===== config.mk =====
export PLATFORM = sky130hd
export DESIGN_NAME = ps2_device_tx_flat
export DESIGN_NICKNAME = d
export VERILOG_FILES = /design/src/rtl/ps2_pkg.sv /design/src/rtl/ps2_device_tx_if.sv /design/src/rtl/ps2_tx_fifo.sv /design/src/rtl/ps2_device_tx.sv /design/src/flat_wrapper.sv
export SDC_FILE = /design/constraint.sdc
export NUM_CORES = 1
export LEC_CHECK = 0
export ABC_AREA = 1
export BUFFER_PORTS_ARGS = -buffer_cell sky130_fd_sc_hd__buf_2
export CAP_MARGIN = 30
export CORE_MARGIN = 2
export CORE_UTILIZATION = 40
export CTS_CLUSTER_SIZE = 28
export DETAILED_ROUTE_END_ITERATION = 8
export PLACE_DENSITY = 0.57
export SYNTH_ARGS = -nofsm -noshare
export SYNTH_HDL_FRONTEND = slang
export SYNTH_SLANG_ARGS = --single-unit

===== constraint.sdc =====
create_clock -name clk -period 3.8 [get_ports clk]
set_clock_uncertainty 0.05 [all_clocks]
set_input_delay 0.76 -clock clk [delete_from_list [all_inputs] [get_ports clk]]
set_output_delay 0.76 -clock clk [all_outputs]
set_load 0.03 [all_outputs]

===== src/rtl/ps2_pkg.sv =====
// Shared types and frame constants for the PS/2 device-side transmitter.
package ps2_pkg;
    typedef enum logic [1:0] {IDLE, BIT_HI, BIT_LO, GAP} ps2_state_e;

    localparam int PS2_FRAME_BITS = 11;
    localparam int PS2_START_BIT  = 0;
    localparam int PS2_STOP_BIT   = 1;
    localparam int PS2_GAP_HALVES = 2;

    // Frame laid out LSB-first: bit 0 goes on the wire first.
    function automatic logic [PS2_FRAME_BITS-1:0] ps2_frame(input logic [7:0] b);
        return {1'(PS2_STOP_BIT), ~^b, b, 1'(PS2_START_BIT)};
    endfunction
endpackage


===== src/rtl/ps2_device_tx_if.sv =====
// Byte handshake plus PS/2 pin bundle between a byte producer and ps2_device_tx.
interface ps2_device_tx_if;
    logic [7:0] tx_data;
    logic       tx_valid;
    logic       tx_ready;
    logic       busy;
    logic       ps2_clk;
    logic       ps2_data;

    modport master (output tx_data, tx_valid, input tx_ready, busy, ps2_clk, ps2_data);
    modport slave  (input tx_data, tx_valid, output tx_ready, busy, ps2_clk, ps2_data);
endinterface


===== src/rtl/ps2_tx_fifo.sv =====
// Small byte FIFO with full/empty flags; a push while full is taken only alongside a pop.
module ps2_tx_fifo #(
    parameter int DEPTH = 4,
    parameter int WIDTH = 8
) (
    input  logic             clk,
    input  logic             rst,
    input  logic             push_i,
    input  logic [WIDTH-1:0] data_i,
    input  logic             pop_i,
    output logic [WIDTH-1:0] data_o,
    output logic             full_o,
    output logic             empty_o
);
    localparam int AW = $clog2(DEPTH);
    localparam logic [AW:0] FULL_CNT = (AW+1)'(DEPTH);

    logic [WIDTH-1:0] mem_q [DEPTH];
    logic [AW-1:0]    wr_q, rd_q;
    logic [AW:0]      cnt_q;
    logic             do_push, do_pop;

    assign full_o  = (cnt_q == FULL_CNT);
    assign empty_o = (cnt_q == '0);
    assign do_pop  = pop_i && !empty_o;
    assign do_push = push_i && (!full_o || do_pop);
    assign data_o  = mem_q[rd_q];

    always_ff @(posedge clk or posedge rst) begin
        if (rst) begin
            wr_q  <= '0;
            rd_q  <= '0;
            cnt_q <= '0;
        end else begin
            if (do_push) wr_q <= wr_q + AW'(1);
            if (do_pop)  rd_q <= rd_q + AW'(1);
            cnt_q <= cnt_q + {{AW{1'b0}}, do_push} - {{AW{1'b0}}, do_pop};
        end
    end

    always_ff @(posedge clk) begin
        if (do_push) mem_q[wr_q] <= data_i;
    end
endmodule


===== src/rtl/ps2_device_tx.sv =====
// PS/2 device-to-host frame generator (drives both ps2_clk and ps2_data).
// Define PS2_TX_FIFO_EN to put a 4-entry byte FIFO in front of the serializer.
module ps2_device_tx
    import ps2_pkg::*;
#(
    parameter int CLK_DIV = 2500
) (
    input logic           clk,
    input logic           rst,
    ps2_device_tx_if.slave bus
);
    localparam int CW = $clog2(CLK_DIV);
    localparam logic [CW-1:0] CNT_LAST = CW'(CLK_DIV - 1);

    ps2_state_e                state_q, state_d;
    logic [3:0]                idx_q, idx_d;
    logic [CW-1:0]             cnt_q, cnt_d;
    logic                      half_q, half_d;
    logic [PS2_FRAME_BITS-1:0] sh_q, sh_d;
    logic                      clk_q, clk_d, dat_q, dat_d;
    logic                      load;
    logic [7:0]                load_byte;
    logic                      phase_end;

`ifdef PS2_TX_FIFO_EN
    logic       fifo_full, fifo_empty;
    logic [7:0] fifo_dout;

    assign bus.tx_ready = !fifo_full;
    assign load         = (state_q == IDLE) && !fifo_empty;
    assign load_byte    = fifo_dout;

    ps2_tx_fifo #(.DEPTH(4), .WIDTH(8)) u_fifo (
        .clk    (clk),
        .rst    (rst),
        .push_i (bus.tx_valid && !fifo_full),
        .data_i (bus.tx_data),
        .pop_i  (load),
        .data_o (fifo_dout),
        .full_o (fifo_full),
        .empty_o(fifo_empty)
    );
`else
    assign bus.tx_ready = (state_q == IDLE);
    assign load         = bus.tx_valid && (state_q == IDLE);
    assign load_byte    = bus.tx_data;
`endif

    assign phase_end    = (cnt_q == CNT_LAST);
    assign bus.busy     = (state_q != IDLE);
    assign bus.ps2_clk  = clk_q;
    assign bus.ps2_data = dat_q;

    always_ff @(posedge clk or posedge rst) begin
        if (rst) begin
            state_q <= IDLE;
            idx_q   <= '0;
            cnt_q   <= '0;
            half_q  <= 1'b0;
            sh_q    <= '1;
            clk_q   <= 1'b1;
            dat_q   <= 1'b1;
        end else begin
            state_q <= state_d;
            idx_q   <= idx_d;
            cnt_q   <= cnt_d;
            half_q  <= half_d;
            sh_q    <= sh_d;
            clk_q   <= clk_d;
            dat_q   <= dat_d;
        end
    end

    always_comb begin
        state_d = state_q;
        idx_d   = idx_q;
        cnt_d   = cnt_q + CW'(1);
        half_d  = half_q;
        sh_d    = sh_q;
        unique case (state_q)
            IDLE: begin
                cnt_d = '0;
                if (load) begin
                    state_d = BIT_HI;
                    idx_d   = '0;
                    sh_d    = ps2_frame(load_byte);
                end
            end
            BIT_HI: if (phase_end) begin
                state_d = BIT_LO;
                cnt_d   = '0;
            end
            BIT_LO: if (phase_end) begin
                cnt_d = '0;
                if (idx_q < 4'(PS2_FRAME_BITS - 1)) begin
                    state_d = BIT_HI;
                    idx_d   = idx_q + 4'd1;
                    sh_d    = {1'b1, sh_q[PS2_FRAME_BITS-1:1]};
                end else begin
                    state_d = GAP;
                    half_d  = 1'b0;
                end
            end
            GAP: if (phase_end) begin
                cnt_d = '0;
                // The gap is counted in half-bit phases so the divider stays CLK_DIV wide.
                if (half_q == 1'(PS2_GAP_HALVES - 1)) begin
                    state_d = IDLE;
                    idx_d   = '0;
                end else begin
                    half_d = half_q + 1'b1;
                end
            end
            default: state_d = IDLE;
        endcase
    end

    // Data only moves on entry to BIT_HI, so it is stable across every clock fall.
    always_comb begin
        clk_d = (state_d != BIT_LO);
        dat_d = 1'b1;
        if (state_d == BIT_HI || state_d == BIT_LO) dat_d = sh_d[0];
    end
endmodule


===== src/flat_wrapper.sv =====
// flat-port wrapper written by rule: the top's interface ports become plain ports
module ps2_device_tx_flat import ps2_pkg::*;
#(
    parameter int CLK_DIV = 2500
)
  (clk, rst, bus_tx_data, bus_tx_valid, bus_tx_ready, bus_busy, bus_ps2_clk, bus_ps2_data);
  ps2_device_tx_if bus_i ();
  input logic clk;
  input logic rst;
  input wire logic [$bits(bus_i.tx_data)-1:0] bus_tx_data;
  input wire logic [$bits(bus_i.tx_valid)-1:0] bus_tx_valid;
  output wire logic [$bits(bus_i.tx_ready)-1:0] bus_tx_ready;
  output wire logic [$bits(bus_i.busy)-1:0] bus_busy;
  output wire logic [$bits(bus_i.ps2_clk)-1:0] bus_ps2_clk;
  output wire logic [$bits(bus_i.ps2_data)-1:0] bus_ps2_data;
  assign bus_i.tx_data = bus_tx_data;
  assign bus_i.tx_valid = bus_tx_valid;
  assign bus_tx_ready = bus_i.tx_ready;
  assign bus_busy = bus_i.busy;
  assign bus_ps2_clk = bus_i.ps2_clk;
  assign bus_ps2_data = bus_i.ps2_data;
  ps2_device_tx #(.CLK_DIV(CLK_DIV)) u_core (.clk(clk), .rst(rst), .bus(bus_i));
endmodule

==> reports/metrics.yaml <==
power:
  ir_worst_vdd_mv: 0.128
  p_per_area_nw_per_um2: 321
  p_leak_nw: 1.00
  power_uw: 653
yosys:
  avgSynthCellArea_um2: 7.55
  synth_flop_cell: "dfrtp_1"
  syn-cell-area_um2: 1800
  syn_inst: 238
  synth_edf_count: 0
  synth_fp_nets: 252
  yosys.area.top_type: "dfrtp_1"
  synth.distinct_cells: 28
  synth_area_leaders: "dfrtp_1 26%, dfstp_2 19%, nand2_1 18%"
  synth_top_area_share: 0.265
  yosysWarningCount: 0
  synth-seq-cells: 32
  async_reset_ff_frac: 1.00
  seq_area_frac_synth: 0.455
detailed_routing:
  wl_met1_um: 1570
  route.met3.wl_um: 109
  vias: 1432
  drc: 0
  finalWirelength_um: 3230
  ant_nets: 0
  post_drt_wl_per_cell_um: 10.4
  drt_iter0_drc: 71
  firstDrtPassIters: 4
  highest-signal-layer: "met4"
  wl_met2_um: 1500
  routed_via_density: 4.63
clock_network:
  cts.repair.resized: 0
  root_buffer: "clkbuf_8"
  h-tree-depth: 2
  clk_pin_slew_ns: 0.07
  cts_tree: "built"
  hold_buffers: 0
  numCtsBuffers: 5
  clockBufferDepth: 2
  cts_sinks: 32
  clk_latency_ns: 0.28
  cts_post_setup_buffers_inserted: 0
global_routing:
  grt_overflow: 0
  grt.total_usage: 0.140
  antenna_found_initial: 0
  grt_pass1_wl_um: 5560
  grt_pass1_vias: 1279
  grt_max_degree: 17
finish:
  multiInputGateArea_um2: 843
  area_growth_pct: 13.2
  ff_latch_area_um2: 817
  nFillCells: 446
  layout-drive-gt1-share: 0.187
  nets: 270
  antennaDiodeCount: 0
timing:
  fmax_ghz: 0.476
  finalCriticalPeriod_ns: 2.10
  setup_violations: 0
  rsz0062_at_grt: "no"
  hold_violations: 0
  slew_viol_final: 0
  tightest_slew_ns: 0.459
  min_period_over_period: 0.553
  slew_headroom: 0.692
  timing.setup.tns_ns: 0
min_path:
  hold_path_class: "reg -> reg"
  min_to: "u_core.sh_q[10]"
  hp-start: "u_core.sh_q[10]"
  whs_path_depth: 2
floorplan:
  rows: 24
  chipHeight_um: 71.0
  design.core.area_um2: 4350
  die_x_um: 71.0
  io_pins: 15
  die-area_um2: 5040
  initial_utilization: 0.413
setup_path:
  timing.critical_path.required_ns: 2.99
  end_kind: "output pin"
  start_kind: "flip-flop"
  crit_type: "reg -> out"
  reg2reg_slack_ns: 1.94
  r2r_start: "u_core.cnt_q[0]"
  critPathMaxFanout: 8
  cp_data_arrival_time_ns: 1.29
  reg2reg_depth: 10
  r2r_end: "u_core.bus.ps2_data"
place:
  place.gp.congestion: 0.782
  port_buffers: 14
  hpwlAfterDp_um: 2490
run:
  cap_violations: 0
run_status:
  outcome: "finished clean"
==> placed cells by master, fill, tap and decap left out, drive strengths merged <==
cell | netlist | routed
nand3b | 1 | 1
o21ai | 11 | 11
inv | 27 | 27
o21bai | 1 | 1
xor2 | 8 | 8
a211oi | 1 | 1
a21oi | 5 | 5
or2 | 2 | 2
nand2 | 90 | 90
nor3b | 2 | 2
clkinvlp | 0 | 2
nor2 | 25 | 25
nor3 | 2 | 2
dfstp | 13 | 13
nand3 | 19 | 19
clkinv | 1 | 1
xnor2 | 3 | 3
buf | 3 | 16
ha | 3 | 3
dfrtp | 19 | 19
clkbuf | 2 | 6
==> critical path, cell delays in order, from the launching register on <==
cell and delay [ns]:
dfrtp_1 0.50, nor2_4 0.24, inv_1 0.09, buf_2 0.18
==> sequential cells by signal, summed over array words and instances, names as in the netlist <==
| name | count |
|---|---|
| u_core.bus.ps2_data | 1 |
| u_core.half_q | 1 |
| u_core.bus.ps2_clk | 1 |
| u_core.cnt_q | 12 |
| u_core.sh_q | 11 |
| u_core.state_q | 2 |
| u_core.idx_q | 4 |
==> worst max path at each step <==
stage                       from  cells past startpoint                  end  slack [ns]
6_report       u_core.state_q[0]                      3             bus_busy        1.70
5_1_grt        u_core.state_q[0]                      3             bus_busy        1.62
4_1_cts        u_core.state_q[0]                      3             bus_busy        1.68
3_5_place_dp     u_core.cnt_q[0]                     10  u_core.bus.ps2_data        1.92
3_3_place_gp                 rst                      3       u_core.sh_q[5]        1.92
2_1_floorplan  u_core.state_q[1]                      3             bus_busy        1.99
==> power breakdown <==
group	switching, mW	leakage, nW	internal (mW)
logic	0.0227	0.575	0.0156
clock network	0.127	0.0434	0.146
registers	0	0.383	0.341
==> logic make-up (layout without fill, tap and decap cells) <==
kind of cell / count (synthesis) / count (layout) / share of synthesized area
and+or+nand+nor: 141 / 141 / 0.342
xor gates and xnor gates: 11 / 11 / 0.0536
DFF: 32 / 32 / 0.455
buffers and inverters: 33 / 52 / 0.0759
AOI/OAI and AO/OA: 18 / 18 / 0.0529
adders and majority gates: 3 / 3 / 0.0209
==> through the flow <==
stage / std cells / hold slack (ns) / worst slack (ns) / utilization / cell area (um2)
final: 309 / 0.404 / 1.70 / 0.467 / 2030
after global routing: 309 / 0.422 / 1.62 / 0.467 / 2030
after CTS: 309 / 0.407 / 1.68 / 0.467 / 2030
after detailed placement: 301 / 0.394 / 1.92 / 0.445 / 1940
after global placement: 300 / 0.393 / 1.92 / 0.438 / 1910
after floorplan: 238 / 0.383 / 1.99 / - / 1800
==> layout make-up <==
type | count | area share
multi-input cells | 173 | 0.415
flip-flops and latches | 32 | 0.402
repair buffers | 16 | 0.0517
inverters | 28 | 0.0517
clock buffers | 6 | 0.0406
well taps | 52 | 0.0320
clock inverters | 2 | 0.00738
==> cells in the mapped netlist, types with 5 or more instances <==
| cell | n |
|---|---|
| a21oi_1 | 5 |
| nand3_1 | 18 |
| xor2_1 | 8 |
| o21ai_0 | 5 |
| nor2_1 | 21 |
| dfrtp_1 | 19 |
| inv_1 | 25 |
| nand2_1 | 88 |
| dfstp_2 | 13 |
| o21ai_1 | 6 |
==> per-layer routing <==
metal	global-route usage	vias up
li1	-	767
met1	0.180	633
met2	0.218	28
met3	0.0427	4
met4	0.0629	0
met5	0	-
(Power assumes the default switching activity.)
